--- src/rtl/dmem_arbiter.sv ---
// Shares the single-port data memory between the MEM stage and the loader/debug port.
// Round-robin grant in IDLE, MEM_LAT-cycle ACCESS, one DONE cycle; pipeline stalled until its DONE.
module dmem_arbiter #(
    parameter int MEM_LAT = 2
) (
    input  logic        clk,
    input  logic        rst_n,
    input  logic        pipe_mem_read,
    input  logic        pipe_mem_write,
    input  logic [31:0] pipe_addr,
    input  logic [31:0] pipe_wdata,
    output logic        pipe_stall,
    output logic [31:0] pipe_rdata,
    input  logic        ld_valid,
    output logic        ld_ready,
    input  logic        ld_we,
    input  logic [31:0] ld_addr,
    input  logic [31:0] ld_wdata,
    output logic [31:0] ld_rdata,
    output logic        ld_rvalid,
    output logic        mem_read,
    output logic        mem_write,
    output logic [31:0] mem_addr,
    output logic [31:0] mem_wdata,
    input  logic [31:0] mem_rdata
);

    typedef enum logic [1:0] {
        S_IDLE   = 2'd0,
        S_ACCESS = 2'd1,
        S_DONE   = 2'd2
    } state_t;

    state_t      state_q;
    logic [3:0]  cnt_q;
    logic        owner_ld_q;
    logic        prio_ld_q;
    logic [31:0] addr_q;
    logic [31:0] wdata_q;
    logic [31:0] rdata_q;
    logic        mem_read_q;
    logic        mem_write_q;
    logic        ld_rvalid_q;

    logic        pipe_req;
    logic        grant_ld;
    logic        grant_pipe;
    logic        we_d;
    logic [31:0] addr_d;
    logic [31:0] wdata_d;

    // A simultaneous read+write from the MEM stage is treated as a store.
    assign pipe_req   = pipe_mem_read | pipe_mem_write;
    assign grant_ld   = (state_q == S_IDLE) & ld_valid & (~pipe_req | prio_ld_q);
    assign grant_pipe = (state_q == S_IDLE) & pipe_req & ~grant_ld;

    assign we_d    = grant_ld ? ld_we    : pipe_mem_write;
    assign addr_d  = grant_ld ? ld_addr  : pipe_addr;
    assign wdata_d = grant_ld ? ld_wdata : pipe_wdata;

    always_ff @(posedge clk or negedge rst_n) begin
        if (!rst_n) begin
            state_q     <= S_IDLE;
            cnt_q       <= 4'd0;
            owner_ld_q  <= 1'b0;
            prio_ld_q   <= 1'b0;
            addr_q      <= 32'd0;
            wdata_q     <= 32'd0;
            rdata_q     <= 32'd0;
            mem_read_q  <= 1'b0;
            mem_write_q <= 1'b0;
            ld_rvalid_q <= 1'b0;
        end else begin
            ld_rvalid_q <= 1'b0;
            case (state_q)
                S_IDLE: begin
                    if (grant_ld | grant_pipe) begin
                        state_q     <= S_ACCESS;
                        cnt_q       <= 4'(MEM_LAT - 1);
                        owner_ld_q  <= grant_ld;
                        addr_q      <= addr_d;
                        wdata_q     <= wdata_d;
                        mem_read_q  <= ~we_d;
                        mem_write_q <= we_d;
                    end
                end
                S_ACCESS: begin
                    if (cnt_q == 4'd0) begin
                        state_q     <= S_DONE;
                        rdata_q     <= mem_rdata;
                        mem_read_q  <= 1'b0;
                        mem_write_q <= 1'b0;
                        ld_rvalid_q <= owner_ld_q;
                    end else begin
                        cnt_q <= cnt_q - 4'd1;
                    end
                end
                S_DONE: begin
                    // Next contested grant goes to whoever did not just own the memory.
                    prio_ld_q <= ~owner_ld_q;
                    state_q   <= S_IDLE;
                end
                default: state_q <= S_IDLE;
            endcase
        end
    end

    assign pipe_stall = rst_n & pipe_req & ~((state_q == S_DONE) & ~owner_ld_q);
    assign ld_ready   = rst_n & grant_ld;
    assign pipe_rdata = rdata_q;
    assign ld_rdata   = rdata_q;
    assign ld_rvalid  = ld_rvalid_q;
    assign mem_read   = mem_read_q;
    assign mem_write  = mem_write_q;
    assign mem_addr   = addr_q;
    assign mem_wdata  = wdata_q;

endmodule

--- config.mk ---
export PLATFORM = sky130hd
export DESIGN_NAME = dmem_arbiter
export DESIGN_NICKNAME = d
export VERILOG_FILES = /design/src/rtl/dmem_arbiter.sv
export SDC_FILE = /design/constraint.sdc
export NUM_CORES = 1
export LEC_CHECK = 0
export ABC_AREA = 0
export CORE_ASPECT_RATIO = 1.2
export CORE_MARGIN = 1
export CORE_UTILIZATION = 34
export DETAILED_ROUTE_END_ITERATION = 8
export GPL_TIMING_DRIVEN = 0
export MAX_ROUTING_LAYER = met4
export PLACE_DENSITY_LB_ADDON = 0.12
export REMOVE_ABC_BUFFERS = 1
export SLEW_MARGIN = 20
export SYNTH_ARGS = -nofsm -noshare
export SYNTH_HDL_FRONTEND = slang
export SYNTH_SLANG_ARGS = --single-unit
--- constraint.sdc ---
create_clock -name clk -period 1.8 [get_ports clk]
set_input_delay 0.36 -clock clk [delete_from_list [all_inputs] [get_ports clk]]
set_output_delay 0.36 -clock clk [all_outputs]
set_load 0.03 [all_outputs]
# [Yosys cells after proc, flatten, opt, wreduce, memory -nomap -nowiden]
# Cells that the tools add are included.
[totals] reg_bits=107 latchBits=0 ram_bits=0 romBits=0 wordCells=56 n_memories=0
[classes] add_sub_neg=1 mul=0 div_mod_pow=0 magnitude_cmp=0 n_eq_ne=5 n_shift=0 n_mux=16 n_bitwise=16 n_reduce_logical=8
[ops] operator="32-bit 2-to-1 mux" count=2
[ops] operator="1-bit AND" count=8
[ops] operator="4-bit 2-to-1 mux" count=2
[ops] operator="4-bit one-hot mux with 2 select lines" count=1
[ops] operator="1-bit 2-to-1 mux" count=6
[ops] operator="2-bit AND reduction" count=3
[ops] operator="3-bit AND reduction" count=2
[ops] operator="1-bit NOT" count=5
[ops] operator="4-bit zero test" count=1
[ops] operator="2-bit 2-to-1 mux" count=2
[ops] operator="2-bit inequality test, second input constant" count=2
[ops] operator="1-bit one-hot mux with 2 select lines" count=2
[ops] operator="2-bit one-hot mux with 2 select lines" count=1
[ops] operator="4-bit by 1-bit subtractor with 4-bit output, second input constant" count=1
[ops] operator="1-bit OR" count=3
[ops] operator="2-bit by 1-bit == test with 1-bit output, second input constant" count=1
[ops] operator="2-bit == test, second input constant" count=1
[ops] operator="2-bit zero test" count=1
[ops] operator="2-bit by 1-bit inequality test with 1-bit output, second input constant" count=1
[ops] operator="2-bit nonzero test" count=1

# [Longest topological paths before layout]
[logic_depth] ltp_word=9 depth_mapped=7 depth_no_buf=5

# [Worst setup path after synthesis]
# No wires, ideal clock.
[synth_path] kind="reg-to-reg" start="register cnt_q[0]" end="register rdata_q[10], in the netlist ld_rdata[10]" setup_ps=125 arrival_time_ps=1689 setup_slack_ps=-14 path_stages_with_launch=8 cell_sequence="dfrtp_1 > inv_1 > ha_1 > or3b_1 > buf_6 > nor2_8 > buf_12 > mux2_4"
[synth_via] elab_chain_cells=2
[synth_lines] item="start: declaration" line_no="35" source="logic [3:0] cnt_q;"
[synth_lines] item="start signal: assignment" line_no="79" source="cnt_q <= 4'(MEM_LAT - 1);"
[synth_lines] item="start signal: assignment" line_no="95" source="cnt_q <= cnt_q - 4'd1;"
[synth_lines] item="4-bit zero test" line_no="88" source="if (cnt_q == 4'd0) begin"
[synth_lines] item="2-bit AND reduction (no source line)"
[synth_lines] item="end signal: assignment" line_no="90" source="rdata_q <= mem_rdata;"
[synth_lines] item="end: declaration" line_no="40" source="logic [31:0] rdata_q;"
# No other way between the ends.
# A chain may end at the register's enable or synchronous reset.

# [Worst setup path after layout]
[layout_path] start="register cnt_q[1]" end="register rdata_q[11], in the netlist ld_rdata[11]"
# Same word-level chain as after synthesis.

==> out/qor.yml <==
relSlewSlack_pct: 49.97
syn2layout_area_growth_pct: 76.00
worstMarginPinSlew_ns: 0.7493
power.total_w: 0.01682
routedWlPerCell_um: 20.30
worst_setup_path_end_kind: "flip-flop"
fin_skew_ns: 0.008986
antenna_left: 0
postSynthAreaPerCell_um2: 13.20
gp_congestion: 0.7880
rr_startpoint: "cnt_q[1]"
io_pins: 299
r2r-end: "ld_rdata[11]"
cts_tree: "yes"
grt_pass1_vias: 4706
critPathLaunch: "cnt_q[1]"
antenna_found_initial: 0
setup_viol: 25
leakage_nw: 3.929
hp-class: "input pin to async pin"
drc: 0
cts_max_level: 3
die-area_um2: 15440
crit_top_cell: "buf_12"
port_buffers: 298
drive_gt1_share_pct: 16.22
grt_overflow: 0
path_clk_slew_ns: 0.07
ff2ff_path_depth: 7
postSynthRegisterBits: 107
maxSlewViolCount: 0
wirelength_mm: 17.58
rsz0062_at_grt: "true"
grt_max_degree: 60
status: "finished with violations"
drt-pass1-iter-count: 4
hpwl_mm: 11.35
combPwrFrac_pct: 61.4
grt_pass1_wl_mm: 25.24
setup_ws_ns: -0.09909
switching_share_pct: 42.40
core_um2: 14470
critPathLaunchType: "flip-flop"
vdd.ir_drop.worst_v: 0.001235
clockRootBuffer: "clkbuf_16"
cp_cell_sequence: "inv_2, ha_4, or3b_4, buf_12, nor2_4, buf_12, mux2_4"
syn_area_um2: 5082
fin_crit_sh_pct: 105.5
synth_warnings: 0
final.setup.tns_ns: -1.735
syn_inst: 385
required_ns: 2.03
drv_cap: 0
ys_seq_area_share_pct: 52.68
crit_path_top_delay_cell: "or3b_4"
critPathKind: "flip-flop to flip-flop"
cts_buffer_depth: 2
die_w_um: 113.6
failed_checks: "negative setup slack"
die_h_um: 135.9
numCtsBuffers: 9
switchingPower_w: 0.007131
r2r_slack_ns: -0.1
period_minus_slack_ns: 1.899
ys_types: 36
sequentialPowerShare_pct: 25.8
p_clk_share_pct: 12.8
clkLatencyLatePin_ns: 0.34
critPathMaxStageDelay_ns: 0.42
cts.sinks: 107
worstSetupEndpoint: "ld_rdata[11]"
num-nets-final: 829
final_util_pct: 61.80
power_density_nw_per_um2: 1880
internal-power_w: 0.009687
final_hold_viol_count: 0
initial_core_util_pct: 35.11
fillCellCount: 1127
drtIter0Drc: 151
rows: 48
timing.fmax_mhz: 526.6
arrival_ns: 2.13
vias_per_cell: 5.179
via_count: 4485
grt_usage_pct: 22.15
diodes: 0
path_max_fanout: 11
-- power groups by stage --
| stage | sequential [W] | combinational, W | clock (W) |
|---|---|---|---|
| after floorplan | 0.00712 | 0.00280 | 0 |
| after global placement | 0.00432 | 0.00937 | 0 |
| after detailed placement | 0.00435 | 0.00982 | 0 |
| after CTS | 0.00436 | 0.0103 | 0.00221 |
| after global routing | 0.00451 | 0.0108 | 0.00229 |
| final | 0.00434 | 0.0103 | 0.00216 |
-- cell type report --
class	instances	area [um^2]	area share [%]
clock buffer	12	256.5	2.868
clock inverter	4	72.57	0.8113
inverter	5	21.27	0.2378
multi-input combinational	205	2019	22.58
sequential	107	2681	29.98
tap	200	250.2	2.798
timing repair buffer	333	3643	40.73
-- worst max-delay path: cells and delay by family, from the launching register on --
kind	cells	cell delay [ns]
AND/OR/NAND/NOR	2	0.56
flip-flops	1	0.39
buffers and inverters	3	0.40
multiplexers	1	0.30
adder cells (fa/ha/maj)	1	0.12
-- layout by cell type, fill, tap and decap left out, types with 3 or more instances in the layout --
master,synthesis,routed
a21oi_1,3,3
a2bb2oi_1,65,64
buf_12,3,11
buf_16,0,5
buf_4,33,12
buf_6,6,3
clkbuf_16,0,12
clkdlybuf4s50_1,0,237
dfrtp_1,107,104
dfrtp_2,0,3
dlygate4sd2_1,0,15
dlymetal6s2s_1,0,40
mux2_4,28,32
nand2b_1,3,3
nor2_4,0,3
o21ai_0,3,3
o32ai_1,65,65
-- worst min-delay path by stage --
stage                   end  slack, ns  cells after the start
5_1_grt        ld_rdata[28]       0.06                      3
2_1_floorplan      cnt_q[0]       0.06                      0
3_3_place_gp       cnt_q[1]       0.51                      1
3_5_place_dp    mem_addr[0]       0.36                      1
4_1_cts         mem_addr[0]      -0.10                      1
6_report       ld_rdata[28]       0.06                      3
-- cells by family (layout without fill, tap and decap cells) --
kind of cell,Yosys count,count (layout),share of synthesized area [%]
compound gates,148,150,25.06
mux,32,32,9.158
fa+ha+maj,2,2,0.4923
simple gates,20,21,2.585
buf+inv,76,354,10.02
flops,107,107,52.68
-- per-stage QoR --
step | setup WS [ns] | hold WS, ns | instance area [um^2] | instances
finish | -0.09909 | 0.05758 | 8945 | 866
global route | -0.1452 | 0.06238 | 8945 | 866
CTS | -0.1055 | -0.1030 | 8678 | 855
detailed placement | -1.255 | 0.3597 | 8030 | 819
global placement | -4.460 | 0.5051 | 7825 | 812
floorplan | -1.626 | 0.06441 | 4592 | 314
-- sequential cells by signal (all words and copies together) (netlist names), 2 cells and up --
signal	flops
ld_rdata	32
mem_wdata	32
state_q	2
cnt_q	4
mem_addr	32
-- cells in the mapped netlist --
master,n,area (um^2)
clkbuf_1,24,90.09
o21ai_0,3,15.01
o2bb2ai_1,1,8.760
nor2_1,5,18.77
nand2_1,2,7.510
a21oi_1,3,15.01
and2_1,1,6.260
nor3_2,1,10.01
buf_6,6,67.56
a2bb2oi_1,65,569.3
and3_2,1,7.510
nor2_8,1,20.02
or3b_1,1,8.760
o21ba_2,1,10.01
buf_4,33,247.7
a21o_1,2,15.01
nor4bb_1,1,10.01
a22o_1,1,8.760
nor3_1,1,5.000
o32ai_1,65,569.3
inv_1,5,18.77
o2bb2ai_2,1,15.01
dfrtp_1,107,2678
o221ai_1,1,8.760
or2_0,1,6.260
a31oi_1,2,12.51
buf_12,3,60.06
mux2_4,28,420.4
buf_2,5,25.02
o21a_1,2,15.01
mux2_2,4,45.04
nor2b_1,1,6.260
ha_1,2,25.02
nand2b_1,3,18.77
and3_1,1,6.260
o221a_2,1,11.26
-- timing repair --
item / 4_1_cts / 5_1_grt
cloned: 6 / 2
resized for setup: 44 / 61
endpoints found under the setup margin: 117 / 133
endpoints found under the hold margin: 56 / 56
pin swaps: 6 / 2
buffers inserted: 14 / 5
-- per-layer routing --
metal | part of all wire, % | global-route usage, % | wire length, um
met5 | 0 | - | 0
met4 | 1.8 | 6.725 | 314
met3 | 7.7 | 5.350 | 1352
met2 | 51 | 38.79 | 8923
met1 | 40 | 24.92 | 6992
Power figures use the tool's default switching activity.
